**config.mk**
```make
export PLATFORM = sky130hd
export DESIGN_NAME = alu_share_arbiter
export DESIGN_NICKNAME = d
export VERILOG_FILES = /design/src/rtl/alu_share_arbiter.sv
export SDC_FILE = /design/constraint.sdc
export NUM_CORES = 1
export LEC_CHECK = 0
export CAP_MARGIN = 10
export CORE_MARGIN = 2
export CORE_UTILIZATION = 36
export CTS_CLUSTER_DIAMETER = 200
export DETAILED_ROUTE_END_ITERATION = 16
export PLACE_DENSITY = 0.85
export SYNTH_ARGS = -nofsm -noshare
export SYNTH_HDL_FRONTEND = slang
export SYNTH_SLANG_ARGS = --single-unit
```
**constraint.sdc**
```tcl
create_clock -name clk_i -period 1.5 [get_ports clk_i]
set_input_delay 0.375 -clock clk_i [delete_from_list [all_inputs] [get_ports clk_i]]
set_output_delay 0.375 -clock clk_i [all_outputs]
set_load 0.01 [all_outputs]
```
**src/rtl/alu_share_arbiter.sv**
```systemverilog
// Round-robin front end that shares one combinational ALU between two requesters.
// Operands are registered toward the ALU; the ALU result is registered per requester.
module alu_share_arbiter #(
   parameter int XLEN         = 32,
   parameter int STALL_CYCLES = 0
) (
   input  logic            clk_i,
   input  logic            rst_ni,
   input  logic            req0_valid_i,
   output logic            req0_ready_o,
   input  logic [3:0]      req0_ctrl_i,
   input  logic [XLEN-1:0] req0_a_i,
   input  logic [XLEN-1:0] req0_b_i,
   input  logic            req1_valid_i,
   output logic            req1_ready_o,
   input  logic [3:0]      req1_ctrl_i,
   input  logic [XLEN-1:0] req1_a_i,
   input  logic [XLEN-1:0] req1_b_i,
   output logic            rsp0_valid_o,
   input  logic            rsp0_ready_i,
   output logic [XLEN-1:0] rsp0_result_o,
   output logic            rsp1_valid_o,
   input  logic            rsp1_ready_i,
   output logic [XLEN-1:0] rsp1_result_o,
   output logic [3:0]      alu_control_o,
   output logic [XLEN-1:0] alu_a_o,
   output logic [XLEN-1:0] alu_b_o,
   input  logic [XLEN-1:0] alu_result_i,
   output logic            busy_o
);

   typedef enum logic [1:0] {
      IDLE = 2'd0,
      EXEC = 2'd1,
      RESP = 2'd2
   } state_t;

   localparam logic [1:0] STALL_INIT = 2'(STALL_CYCLES);

   state_t          state_q, state_d;
   logic            rr_ptr_q, rr_ptr_d;
   logic            owner_q, owner_d;
   logic [1:0]      cnt_q, cnt_d;
   logic [3:0]      alu_ctrl_q, alu_ctrl_d;
   logic [XLEN-1:0] alu_a_q, alu_a_d;
   logic [XLEN-1:0] alu_b_q, alu_b_d;
   logic [XLEN-1:0] rsp0_result_q, rsp0_result_d;
   logic [XLEN-1:0] rsp1_result_q, rsp1_result_d;

   logic ptr_valid, other_valid, grant, grant_valid, accept, rsp_hs;

   // A transfer happens on a rising edge where valid and ready are both high.
   // Request ready is combinational on the requesters' valids while IDLE.
   always_comb begin
      ptr_valid   = rr_ptr_q ? req1_valid_i : req0_valid_i;
      other_valid = rr_ptr_q ? req0_valid_i : req1_valid_i;
      grant       = ptr_valid ? rr_ptr_q : ~rr_ptr_q;
      grant_valid = ptr_valid | other_valid;
      accept      = rst_ni & (state_q == IDLE) & grant_valid;
      rsp_hs      = (state_q == RESP) & (owner_q ? rsp1_ready_i : rsp0_ready_i);
   end

   always_comb begin
      state_d       = state_q;
      rr_ptr_d      = rr_ptr_q;
      owner_d       = owner_q;
      cnt_d         = cnt_q;
      alu_ctrl_d    = alu_ctrl_q;
      alu_a_d       = alu_a_q;
      alu_b_d       = alu_b_q;
      rsp0_result_d = rsp0_result_q;
      rsp1_result_d = rsp1_result_q;
      case (state_q)
         IDLE: begin
            if (accept) begin
               alu_ctrl_d = grant ? req1_ctrl_i : req0_ctrl_i;
               alu_a_d    = grant ? req1_a_i : req0_a_i;
               alu_b_d    = grant ? req1_b_i : req0_b_i;
               owner_d    = grant;
               cnt_d      = STALL_INIT;
               state_d    = EXEC;
            end
         end
         EXEC: begin
            if (cnt_q != 2'd0) begin
               cnt_d = cnt_q - 2'd1;
            end else begin
               if (owner_q) rsp1_result_d = alu_result_i;
               else         rsp0_result_d = alu_result_i;
               state_d = RESP;
            end
         end
         RESP: begin
            if (rsp_hs) begin
               rr_ptr_d = ~owner_q;
               state_d  = IDLE;
            end
         end
         default: state_d = IDLE;
      endcase
   end

   always_ff @(posedge clk_i or negedge rst_ni) begin
      if (!rst_ni) begin
         state_q       <= IDLE;
         rr_ptr_q      <= 1'b0;
         owner_q       <= 1'b0;
         cnt_q         <= 2'd0;
         alu_ctrl_q    <= 4'd0;
         alu_a_q       <= '0;
         alu_b_q       <= '0;
         rsp0_result_q <= '0;
         rsp1_result_q <= '0;
      end else begin
         state_q       <= state_d;
         rr_ptr_q      <= rr_ptr_d;
         owner_q       <= owner_d;
         cnt_q         <= cnt_d;
         alu_ctrl_q    <= alu_ctrl_d;
         alu_a_q       <= alu_a_d;
         alu_b_q       <= alu_b_d;
         rsp0_result_q <= rsp0_result_d;
         rsp1_result_q <= rsp1_result_d;
      end
   end

   assign req0_ready_o  = accept & ~grant;
   assign req1_ready_o  = accept & grant;
   assign rsp0_valid_o  = (state_q == RESP) & ~owner_q;
   assign rsp1_valid_o  = (state_q == RESP) & owner_q;
   assign rsp0_result_o = rsp0_result_q;
   assign rsp1_result_o = rsp1_result_q;
   assign alu_control_o = alu_ctrl_q;
   assign alu_a_o       = alu_a_q;
   assign alu_b_o       = alu_b_q;
   assign busy_o        = (state_q != IDLE);

endmodule

```
==> reports/results.ini <==
[floorplan]
initial_core_util_pct = 37.0
coreArea_um2 = 16000
die_w_um = 132
dieArea_um2 = 17500
ioPinCount = 311
rows = 46
die_h_um = 132

[cts]
cts_tree = done
htree_levels = 4
cts_made_buffers = 17
insertion_delay_ns = 0.41
clockBufferDepth = 2
cts.sinks = 138
hold_buffers = 0
clockRootBuffer = clkbuf_16
path_clk_slew_ns = 0.06

[final_layout]
post-route-util_pct = 66.0
fin_cells = 986
drive_above_1_share_pct = 23.1
layout.nets = 932
antenna_cells = 0
area_growth_pct = 78.3

[timing]
rsz0062_at_grt = true
timing.hold.ws_ns = 0.0845
hold_viol_final = 0
tightest_slew_ns = 0.719
timing.final.crit_share_pct = 121
fin_skew_ns = 0.00827
drv_slew = 0
fin_tns_setup_ns = -26.43
relSlewSlack_pct = 52.1
finalSetupViolations = 138
period_needed_ns = 1.81
layout_setup_ws_ns = -0.312
max_freq_mhz = 552

[logic_synthesis]
synth_edf_count = 0
synth-seq-cells = 138
synth-simple-area-share_pct = 10.4
synth_top_area_share_pct = 58.3
post-synth-top-count-cell = dfrtp_1
synth_compound_area_share_pct = 12.3
synth_top_family_by_area = multiplexers
synth_cells = 409
ys_seq_area_share_pct = 58.3
post_synth.cell_area_avg_um2 = 14.5
ys_dominant_reg_cell = dfrtp_1
synth-xor-area-share_pct = 0
yosysTopAreaCell = dfrtp_1
synth_nets = 584
synth_mux_area_share_pct = 14.4
synth_fa_ha_area_share_pct = 0.211
synth.area.top_cells = dfrtp_1, a221o_1, nor3b_1, mux2_4, mux2_2
ys_types = 29
ys_async_sr_fraction_pct = 100
ys_warn_count = 0
ys_top_cells_by_count = dfrtp_1, a221o_1, nor3b_1
synth_area_um2 = 5920

[grt]
grt_pass1_vias = 5645
antenna_found_initial = 0
grt_pass1_wl_um = 33300
gr-usage-all-layers_pct = 24.8
grt_max_degree = 69
grt_remaining_overflow = 0

[power_and_ir_drop]
powerDensity_nw_per_um2 = 1970
pwr-share-seq_pct = 32.3
p_total_mw = 20.8
power_frac_clock_pct = 21.0
p_sw_share_pct = 32.7
power_leakage_nw = 4.72
p_sw_mw = 6.79
ir_drop_v = 0.00100
p_comb_share_pct = 46.6
intPower_mw = 14.0

[setup_path]
critPathLaunchType = register
crit_required_ns = 1.79
crit_fanout = 8
slowest_delay_ns = 0.45
crit_top_cell = buf_6
crit_chain = buf_6 > nand3b_1 > buf_6 > nor2_4 > buf_6 > mux2_2
reg2reg_from = state_q[1]
cp_slowest_cell = dfrtp_2
critPathKind = reg -> reg
setup.worst_path.start = state_q[1]
cp_data_arrival_time_ns = 2.10
worst_setup_path_end_kind = register

[worst_hold_path]
hp-class = in -> async

[detailed_routing]
antenna_left = 0
wl_per_cell_um = 22.0
routed_wl_um = 21700
drc_errors = 0
vias_per_cell = 5.32
drt_iter0_drc = 306
dr_total_vias = 5250
dr.pass1.iters = 4

[outcome]
status = finished, violations left
violations = negative setup slack

[placed_design]
hpwlAfterDp_um = 13700
globalplace.congestion = 0.799
dp.cells = 920
portBuffers = 310

[run]
cap_violations = 0

-- critical path: cells and delay by family (launching register included) --
kind	cells	cell delay (ns)
buffers and inverters	3	0.50
and+or+nand+nor	2	0.37
muxes	1	0.35
DFF	1	0.45
-- layout by cell type, fill, tap and decap left out, types with 3 or more instances in the layout --
cell type / n
a221o_1: 68
mux2_4: 61
buf_4: 24
clkdlybuf4s50_1: 172
buf_12: 9
dfrtp_1: 136
inv_6: 6
buf_16: 9
mux2_2: 4
o21ai_0: 4
dlygate4sd2_1: 74
bufinv_16: 3
nor3b_1: 68
inv_1: 5
clkdlybuf4s15_1: 57
clkbuf_16: 17
clkinvlp_4: 3
buf_6: 16
buf_8: 3
-- area by class of cell --
type                    instances  area, um^2
fillers                      1137        5440
repair buffers                367        3790
flip-flops and latches        138        3460
multi-input cells             228        2410
clock buffers                  18         429
well taps                     216         270
clock inverters                14         181
inverters                       5        18.8
-- kinds of logic (layout without fill, tap and decap cells) --
| kind of cell | after synthesis | in the layout |
|---|---|---|
| muxes | 66 | 66 |
| buffers and inverters | 43 | 404 |
| DFF | 138 | 138 |
| and+or+nand+nor | 84 | 84 |
| AOI/OAI and AO/OA | 77 | 77 |
| adders and majority gates | 1 | 1 |
-- per-layer routing --
layer / routed length [um] / global-route usage, % / vias to the layer above
li1: - / - / 2277
met1: 8440 / 29.0 / 2638
met2: 11200 / 43.7 / 288
met3: 1450 / 6.42 / 47
met4: 588 / 9.26 / 0
met5: 0 / 0 / -
-- sequential cells by signal, indices dropped and copies added, names as in the netlist --
| signal | cells |
|---|---|
| rsp0_result_o | 32 |
| owner_q | 1 |
| cnt_q | 2 |
| alu_a_o | 32 |
| rr_ptr_q | 1 |
| alu_control_o | 4 |
| alu_b_o | 32 |
| rsp1_result_o | 32 |
| state_q | 2 |
-- through the flow --
stage	setup WS, ns	instance area, um^2
finish	-0.312	10600
global route	-0.367	10600
global placement	-0.693	9310
floorplan	-0.0668	5930
CTS	-0.336	10500
detailed placement	-0.716	9310
-- power groups by stage --
stage	clock network, mW	registers, mW	logic (mW)
2_1_floorplan	0	7.35	3.31
3_3_place_gp	0	6.61	8.87
3_5_place_dp	0	6.69	9.11
4_1_cts	4.43	6.64	9.57
5_1_grt	4.66	6.90	10.2
6_report	4.37	6.72	9.69
-- worst paths after layout --
kind | to | slack [ns] | cells past startpoint
max | rsp0_result_o[16] | -0.31 | 6
min | owner_q | 0.08 | 3
max reg2reg | rsp0_result_o[16] | -0.31 | 6
min reg2reg | rsp0_result_o[0] | 0.50 | 1
max in group asynchronous | alu_b_o[12] | 0.41 | 3
min in group clk_i | rsp0_result_o[0] | 0.50 | 1
-- what timing repair did --
action,in CTS,in global routing
endpoints found under the hold margin,0,0
resized for setup,242,63
endpoints found under the setup margin,270,256
setup buffers,18,13
pin swaps,10,10
cloned,15,0
Power figures use the tool's default switching activity.
